File: config.mk
export PLATFORM = sky130hd
export DESIGN_NAME = store_buffer
export DESIGN_NICKNAME = d
export VERILOG_FILES = /design/src/rtl/sb_defs.sv /design/src/rtl/store_fifo.sv /design/src/rtl/store_buffer.sv
export SDC_FILE = /design/constraint.sdc
export NUM_CORES = 1
export LEC_CHECK = 0
export ABC_AREA = 0
export CAP_MARGIN = 20
export CORE_MARGIN = 3
export CORE_UTILIZATION = 45
export DETAILED_ROUTE_END_ITERATION = 7
export PLACE_DENSITY = 0.73
export SYNTH_ARGS = -nofsm -noshare
export SYNTH_HDL_FRONTEND = slang
export SYNTH_SLANG_ARGS = --single-unit
File: constraint.sdc
create_clock -name clk -period 7.2 [get_ports clk]
set_clock_uncertainty 0.15 [all_clocks]
set_input_delay 0.72 -clock clk [delete_from_list [all_inputs] [get_ports clk]]
set_output_delay 0.72 -clock clk [all_outputs]
set_load 0.02 [all_outputs]
File: src/rtl/sb_defs.sv
// sb_defs: shared FSM encodings, default sizes and pointer-width helper for the store buffer
package sb_defs;
  typedef enum logic [1:0] {S_IDLE = 2'd0, S_WRITE = 2'd1, S_GAP = 2'd2} sb_state_e;
  localparam int SB_DEPTH  = 4;
  localparam int SB_ADDR_W = 16;
  localparam int SB_DATA_W = 16;
  function automatic int ptr_w(input int depth);
    return depth > 1 ? $clog2(depth) : 1;
  endfunction
endpackage

File: src/rtl/store_fifo.sv
// store_fifo: circular store storage with head/tail/count and per-entry valid/addr/data read-out
module store_fifo
  import sb_defs::*;
#(
  parameter  int DEPTH  = SB_DEPTH,
  parameter  int ADDR_W = SB_ADDR_W,
  parameter  int DATA_W = SB_DATA_W,
  localparam int PW     = ptr_w(DEPTH),
  localparam int CW     = PW + 1
) (
  input  logic                          clk,
  input  logic                          reset,
  input  logic                          push_i,
  input  logic [ADDR_W-1:0]             push_addr_i,
  input  logic [DATA_W-1:0]             push_data_i,
  input  logic                          pop_i,
  output logic [PW-1:0]                 head_ptr_o,
  output logic [DEPTH-1:0]              valid_o,
  output logic [DEPTH-1:0][ADDR_W-1:0]  addr_o,
  output logic [DEPTH-1:0][DATA_W-1:0]  data_o,
  output logic [CW-1:0]                 count_o,
  output logic                          full_o,
  output logic                          empty_o
);
  logic [PW-1:0] head_q, head_d, tail_q, tail_d;
  logic [CW-1:0] count_q, count_d;
  logic [DEPTH-1:0] valid_q, valid_d;
  logic [DEPTH-1:0][ADDR_W-1:0] addr_q;
  logic [DEPTH-1:0][DATA_W-1:0] data_q;
  logic do_push, do_pop;
  assign full_o  = count_q == CW'(DEPTH);
  assign empty_o = count_q == '0;
  assign do_push = push_i && !full_o;
  assign do_pop  = pop_i && !empty_o;
  // DEPTH is a power of two, so pointers wrap by plain overflow
  always_comb begin
    head_d  = do_pop ? head_q + PW'(1) : head_q;
    tail_d  = do_push ? tail_q + PW'(1) : tail_q;
    count_d = count_q + CW'(do_push) - CW'(do_pop);
    valid_d = valid_q;
    if (do_pop) valid_d[head_q] = 1'b0;
    if (do_push) valid_d[tail_q] = 1'b1;
  end
  always_ff @(posedge clk or posedge reset) begin
    if (reset) begin
      head_q  <= '0;
      tail_q  <= '0;
      count_q <= '0;
      valid_q <= '0;
    end else begin
      head_q  <= head_d;
      tail_q  <= tail_d;
      count_q <= count_d;
      valid_q <= valid_d;
    end
  end
  always_ff @(posedge clk) begin
    if (do_push) begin
      addr_q[tail_q] <= push_addr_i;
      data_q[tail_q] <= push_data_i;
    end
  end
  assign head_ptr_o = head_q;
  assign valid_o    = valid_q;
  assign addr_o     = addr_q;
  assign data_o     = data_q;
  assign count_o    = count_q;
endmodule

File: src/rtl/store_buffer.sv
// store_buffer: posted-write buffer draining stores in order with load forwarding from the youngest match
module store_buffer
  import sb_defs::*;
#(
  parameter  int DEPTH  = SB_DEPTH,
  parameter  int ADDR_W = SB_ADDR_W,
  parameter  int DATA_W = SB_DATA_W,
  localparam int PW     = ptr_w(DEPTH),
  localparam int CW     = PW + 1
) (
  input  logic              clk,
  input  logic              reset,
  input  logic              st_valid,
  input  logic [ADDR_W-1:0] st_addr,
  input  logic [DATA_W-1:0] st_data,
  output logic              st_ready,
  input  logic              ld_valid,
  input  logic [ADDR_W-1:0] ld_addr,
  output logic [DATA_W-1:0] ld_data,
  output logic              ld_hit,
  output logic              ld_stall,
  output logic              mem_we,
  output logic [ADDR_W-1:0] mem_addr,
  output logic [DATA_W-1:0] mem_wdata,
  input  logic [DATA_W-1:0] mem_rdata,
  output logic              empty,
  output logic [CW-1:0]     count
);
  sb_state_e state_q, state_d;
  logic [ADDR_W-1:0] wr_addr_q, wr_addr_d;
  logic [DATA_W-1:0] wr_data_q, wr_data_d;
  logic [PW-1:0] head_ptr;
  logic [DEPTH-1:0] ent_valid;
  logic [DEPTH-1:0][ADDR_W-1:0] ent_addr;
  logic [DEPTH-1:0][DATA_W-1:0] ent_data;
  logic full, latch, fwd_hit;
  logic [DATA_W-1:0] fwd_data;
  store_fifo #(.DEPTH(DEPTH), .ADDR_W(ADDR_W), .DATA_W(DATA_W)) u_fifo (
    .clk        (clk),
    .reset      (reset),
    .push_i     (st_valid),
    .push_addr_i(st_addr),
    .push_data_i(st_data),
    .pop_i      (state_q == S_WRITE),
    .head_ptr_o (head_ptr),
    .valid_o    (ent_valid),
    .addr_o     (ent_addr),
    .data_o     (ent_data),
    .count_o    (count),
    .full_o     (full),
    .empty_o    (empty)
  );
  assign st_ready = !full;
  // a pending load owns the memory port, so it holds off the next write
  assign latch = state_q == S_IDLE && !empty && !ld_valid;
  always_ff @(posedge clk or posedge reset) begin
    if (reset) begin
      state_q   <= S_IDLE;
      wr_addr_q <= '0;
      wr_data_q <= '0;
    end else begin
      state_q   <= state_d;
      wr_addr_q <= wr_addr_d;
      wr_data_q <= wr_data_d;
    end
  end
  always_comb begin
    state_d   = latch ? S_WRITE : state_q == S_WRITE ? S_GAP : S_IDLE;
    wr_addr_d = latch ? ent_addr[head_ptr] : wr_addr_q;
    wr_data_d = latch ? ent_data[head_ptr] : wr_data_q;
  end
  always_comb begin
    mem_we    = state_q == S_WRITE;
    mem_addr  = mem_we ? wr_addr_q : ld_valid ? ld_addr : '0;
    mem_wdata = mem_we ? wr_data_q : '0;
    ld_stall  = mem_we && ld_valid;
  end
  // walk oldest to youngest so the last match wins; the head is skipped while it is being written
  always_comb begin
    logic [PW-1:0] idx;
    idx      = head_ptr;
    fwd_hit  = 1'b0;
    fwd_data = '0;
    for (int i = 0; i < DEPTH; i++) begin
      idx = head_ptr + PW'(i);
      if (ent_valid[idx] && ent_addr[idx] == ld_addr && !(state_q == S_WRITE && i == 0)) begin
        fwd_hit  = 1'b1;
        fwd_data = ent_data[idx];
      end
    end
  end
  assign ld_hit  = ld_valid && fwd_hit;
  assign ld_data = ld_hit ? fwd_data : mem_rdata;
endmodule

# Word level (Yosys, flattened, before mapping)
# Cells that the tools add are included.
word_totals:
  reg_bits: 173
  romBits: 0
  ramBits: 0
  input_bits: 68
  wordCells: 104
  latch_bits: 0
  n_memories: 0
classes:
  shifts: 0
  order_cmp: 7
  n_reduce_logical: 19
  add_sub_neg: 6
  div: 0
  bitwise: 3
  eq_ne: 6
  muxes: 48
  multipliers: 0
op_table:
  columns: ["operator", "count"]
  rows:
  - ["$mux W16", 17]
  - ["$bmux W16 S2", 8]
  - ["$bwmux W64", 2]
  - ["$eq A16 B16 Y1", 4]
  - ["$demux W16 S2", 1]
  - ["$lt A2 B3 Y1 const B", 5]
  - ["$logic_and A1 B1 Y1", 13]
  - ["$mux W1", 10]
  - ["$bmux W1 S2", 4]
  - ["$mux W4", 2]
  - ["$add A2 B1 Y2 const B", 2]
  - ["$add A2 B2 Y2 const B", 2]
  - ["$and A4 B4 Y4", 1]
  - ["$demux W1 S2", 2]
  - ["$ge A2 B1 Y1 const B", 2]
  - ["$logic_not A1 Y1", 4]
  - ["$mux W2", 2]
  - ["$not A4 Y4", 1]
  - ["$or A4 B4 Y4", 1]
  - ["$add A3 B1 Y3", 1]
  - ["$eq A3 B3 Y1 const B", 1]
  - ["$logic_not A3 Y1", 1]
  - ["$sub A3 B1 Y3", 1]
  - ["$eq A2 B1 Y1 const B", 1]
  - ["$logic_not A2 Y1", 1]

# Logic depth before layout (Yosys ltp)
logic_depth:
  depth_word: 11
  ltp_mapped: 20
  mapped_depth_nobuf: 10

# By module
# A second synthesis with hierarchy kept.
hier_totals:
  cells_unflattened: 939
  hier_area_um2: 10960.5
by_module_without_submodules:
  columns: ["module", "instances", "cells_each", "seq_area_each_um2", "area_per_inst_um2"]
  rows:
  - ["store_buffer", 1, 747, 850.8, 6391.1]
  - ["store_fifo", 1, 192, 4119.0, 4569.4]

# Least setup slack after synthesis
# No wires, ideal clock.
synth_path:
  path_kind: "reg2out"
  start: "register u_fifo.head_q[0] (netlist: u_fifo.head_ptr_o[0])"
  end: "output port ld_data[14]"
  required_time_ps: 6330
  slack_ps: 2189
  arrival_time_ps: 4141
  path_stages_with_launch: 21
  path_cell_list: "dfrtp_1 > buf_6 > buf_4 > inv_1 > buf_2 > buf_2 > ha_1 > buf_2 > buf_6 > buf_6 > buf_6 > mux2i_1 > o22ai_1 > a2111o_1 > a22oi_1 > and3_1 > buf_2 > clkbuf_4 > a221oi_1 > o311ai_1 > o21a_1"
synth_via:
  elab_chain_cells: 11
  word_cells_on_any_way: 46
synth_rtl:
  columns: ["element", "line", "source"]
  rows:
  - ["start, declared", "store_fifo.sv:25", "logic [PW-1:0] head_q, head_d, tail_q, tail_d;"]
  - ["start signal, assigned", "store_fifo.sv:46", "head_q <= '0;"]
  - ["start signal, assigned", "store_fifo.sv:51", "head_q <= head_d;"]
  - ["branches (longest 10 deep; another with $add A2 B1 Y2)", null, null]
  - ["$mux W16 (*)", "store_buffer.sv:93", "assign ld_data = ld_hit ? fwd_data : mem_rdata;"]
  - ["end, declared", "store_buffer.sv:19", "output logic [DATA_W-1:0] ld_data,"]
# Mark *: on every way between the ends. The select of a mux whose other input is x is not followed.

# Worst setup path in the final report
layout_path:
  start: "register u_fifo.head_q[0] (netlist: u_fifo.head_ptr_o[0])"
  end: "output port ld_data[0]"
# Same word-level chain as after synthesis.

==> flow_summary.json <==
{
  "status": "complete, no violations",
  "cp-start-kind": "register",
  "drv_cap": 0,
  "holdBufCountCts": 0,
  "path_max_fanout": 21,
  "slew_viol_final": 0,
  "die_w_um": 162,
  "syn_avg_cell_area_um2": 14.2,
  "async_flop_share_pct": 26.0,
  "drt_iter0_drc": 590,
  "num_vias": 7481,
  "viasPerCell": 6.24,
  "grt-ovfl-total": 0,
  "synth-edff-count": 128,
  "synth_cells": 776,
  "drtAntennaViolNets": 0,
  "ys_seq_area_share_pct": 45.1,
  "yosysUniqueCellTypes": 58,
  "rows": 56,
  "initial_core_util_pct": 46.3,
  "grt_pass1_wl_um": 43100,
  "final_cell_mix": "edfxtp_1, clkdlybuf4s50_1, mux4_2",
  "endpoint_kind": "output pin",
  "crit_path_max_incr_delay_ns": 0.65,
  "fin_nets": 945,
  "worstSetupEndpoint": "ld_data[0]",
  "cp.depth": 11,
  "firstDrtPassIters": 5,
  "setup_tns_ns": 0,
  "synth_seq_cells": 173,
  "drcViolationCount": 0,
  "die_y_um": 162,
  "critical_path_class": "reg2out",
  "cts_root_buf": "clkbuf_16",
  "hp-class": "reg2reg",
  "avgRoutedWirePerCell_um": 22.9,
  "reg2reg_to": "u_fifo.count_o[2]",
  "htreeDepth": 4,
  "grt_use_total_pct": 21.3,
  "final.period_utilization_pct": 86.0,
  "r2r_cells": 10,
  "worst_path_max_delay_cell": "nor4_1",
  "drive_gt1_share_pct": 22.5,
  "fmax_mhz": 161,
  "period_minus_slack_ns": 6.20,
  "crit_path_start": "u_fifo.head_ptr_o[0]",
  "cts_repair_resize_count": 0,
  "worstPathCellList": "buf_4, mux4_2, xor2_1, nor4_1, nand4_1, a311oi_4, buf_4, a221oi_1, o311ai_0, o21a_1, clkdlybuf4s50_1",
  "rsz0062_at_grt": "no",
  "grt_start_max_net_pins": 92,
  "grt_pass1_vias": 7312,
  "p_total_mw": 5.51,
  "fin_util_pct": 54.9,
  "cts_buffer_depth": 2,
  "syn_nets": 855,
  "dp_hpwl_um": 19100,
  "core_area_um2": 23800,
  "numCtsBuffers": 17,
  "clock_sinks": 173,
  "reg2reg_slack_ns": 4.31,
  "die-area_um2": 26400,
  "clk_latency_ns": 0.43,
  "gp_congestion": 0.909,
  "port_buffers": 123,
  "cp_num_buf_inv": 3,
  "arrival_ns": 5.33,
  "yosysWarnings": 0,
  "worstReg2RegStart": "state_q[1]",
  "synth_ff_type": "edfxtp_1",
  "cts_tree": "built",
  "worst_ep_required_time_ns": 6.33,
  "drt-total-wl_um": 27400,
  "max_slew_margin_pct": 32.1,
  "cts.clk_slew.worst_paths_ns": 0.07,
  "power.leakage_nw": 4.50,
  "report.final.hold_viol_count": 0,
  "critPathTopFamily": "compound AO/OA/AOI/OAI gates",
  "ioPinCount": 124,
  "peakVddDrop_uv": 310,
  "cts_setup_buffers": 0,
  "cpMostUsedCell": "buf_4",
  "antenna_cells": 0,
  "area_growth_pct": 18.5,
  "syn_area_um2": 11000,
  "setup_viol": 0,
  "antenna_found_initial": 0,
  "final_common_cell": "edfxtp_1",
  "powerDensity_nw_per_um2": 422,
  "worstMarginPinSlew_ns": 1.02
}
[cell usage after synthesis, drive strengths merged (3+ instances only)]
cell type  instances  area (µm²)
a22oi              3        22.5
a2111oi            4        41.3
mux2              35         394
and2              18         113
mux4             112        2570
nand3             23         115
nor2              27         101
a21oi              4        20.0
o211ai             3        22.5
a21o               6        45.0
a221oi            19         173
buf               39         257
inv               20        75.1
dfrtp             45        1130
nand4              6        37.5
mux2i             40         400
nand2             61         229
nor3               4        20.0
o21a              16         120
xnor2             46         403
xor2              15         131
nor4               3        18.8
o22ai              4        25.0
o311ai            16         140
or4                3        26.3
and3               6        37.5
edfxtp           128        3840
ha                10         125
a31oi              3        25.0
o21ai              8        40.0
clkbuf            31         120
[per-stage QoR]
stage | setup WS (ns) | instance area, µm² | std cells | hold WS [ns]
after CTS | 0.997 | 13000 | 1197 | 0.338
after detailed placement | 1.48 | 12400 | 1165 | 0.325
after global routing | 0.656 | 13000 | 1198 | 0.368
final | 1.00 | 13000 | 1198 | 0.340
after global placement | 1.53 | 12400 | 1165 | 0.312
after floorplan | 2.19 | 11000 | 776 | 0.300
[state kept, by name, summed over array words and instances (netlist names)]
name / flops
u_fifo.head_ptr_o: 2
u_fifo.count_o: 3
u_fifo.valid_o: 4
state_q: 2
wr_addr_q: 16
u_fifo.tail_q: 2
u_fifo.data_o: 64
wr_data_q: 16
u_fifo.addr_o: 64
[how the worst min path moves through the flow]
stage	slack (ns)	to	depth (start not counted)	start
final	0.34	wr_addr_q[13]	2	wr_addr_q[13]
after global placement	0.31	wr_addr_q[6]	2	wr_addr_q[6]
after floorplan	0.30	wr_addr_q[13]	2	wr_addr_q[13]
after detailed placement	0.33	wr_addr_q[13]	2	wr_addr_q[13]
after global routing	0.37	wr_data_q[6]	1	wr_data_q[6]
after CTS	0.34	wr_addr_q[13]	2	wr_addr_q[13]
[cell families (layout without fill, tap and decap cells)]
family / count (synthesis) / in the layout / share of synthesized area (%)
AND/OR/NAND/NOR: 157 / 157 / 6.81
flip-flops: 173 / 173 / 45.1
buffers and inverters: 90 / 193 / 4.10
multiplexers: 187 / 187 / 30.5
adder cells (fa/ha/maj): 11 / 11 / 1.32
XOR/XNOR: 61 / 61 / 4.85
AO/OA/AOI/OAI: 97 / 97 / 7.24
[layer usage]
layer	share of wire (%)	wire, µm	global-route usage (%)	vias to the layer above
met5	0	0	0	-
met4	2.0	543	6.28	0
met3	7.3	2020	3.54	43
met2	47	13000	33.0	364
met1	43	11900	31.4	3799
li1	-	-	-	3275
[report_power, final]
| group | internal [mW] | total (mW) | leakage [nW] | switching, mW |
|---|---|---|---|---|
| combinational | 1.54 | 2.99 | 2.52 | 1.46 |
| clock | 0.519 | 0.921 | 0.283 | 0.402 |
| sequential | 1.38 | 1.59 | 1.70 | 0.215 |
[final cells by class]
type	instances	area, µm²
Clock buffer	19	433
Clock inverter	13	151
Fill cell	1887	10700
Inverter	20	75.1
Multi-Input combinational cell	513	5610
Sequential cell	173	4970
Tap cell	319	399
Timing Repair Buffer	141	1400
[worst min-delay path, cell delays in order, from the launching register on]
cell and delay [ns]:
dfrtp_1 0.34, nand2_1 0.05, o21ai_0 0.06
(Power assumes the default switching activity.)
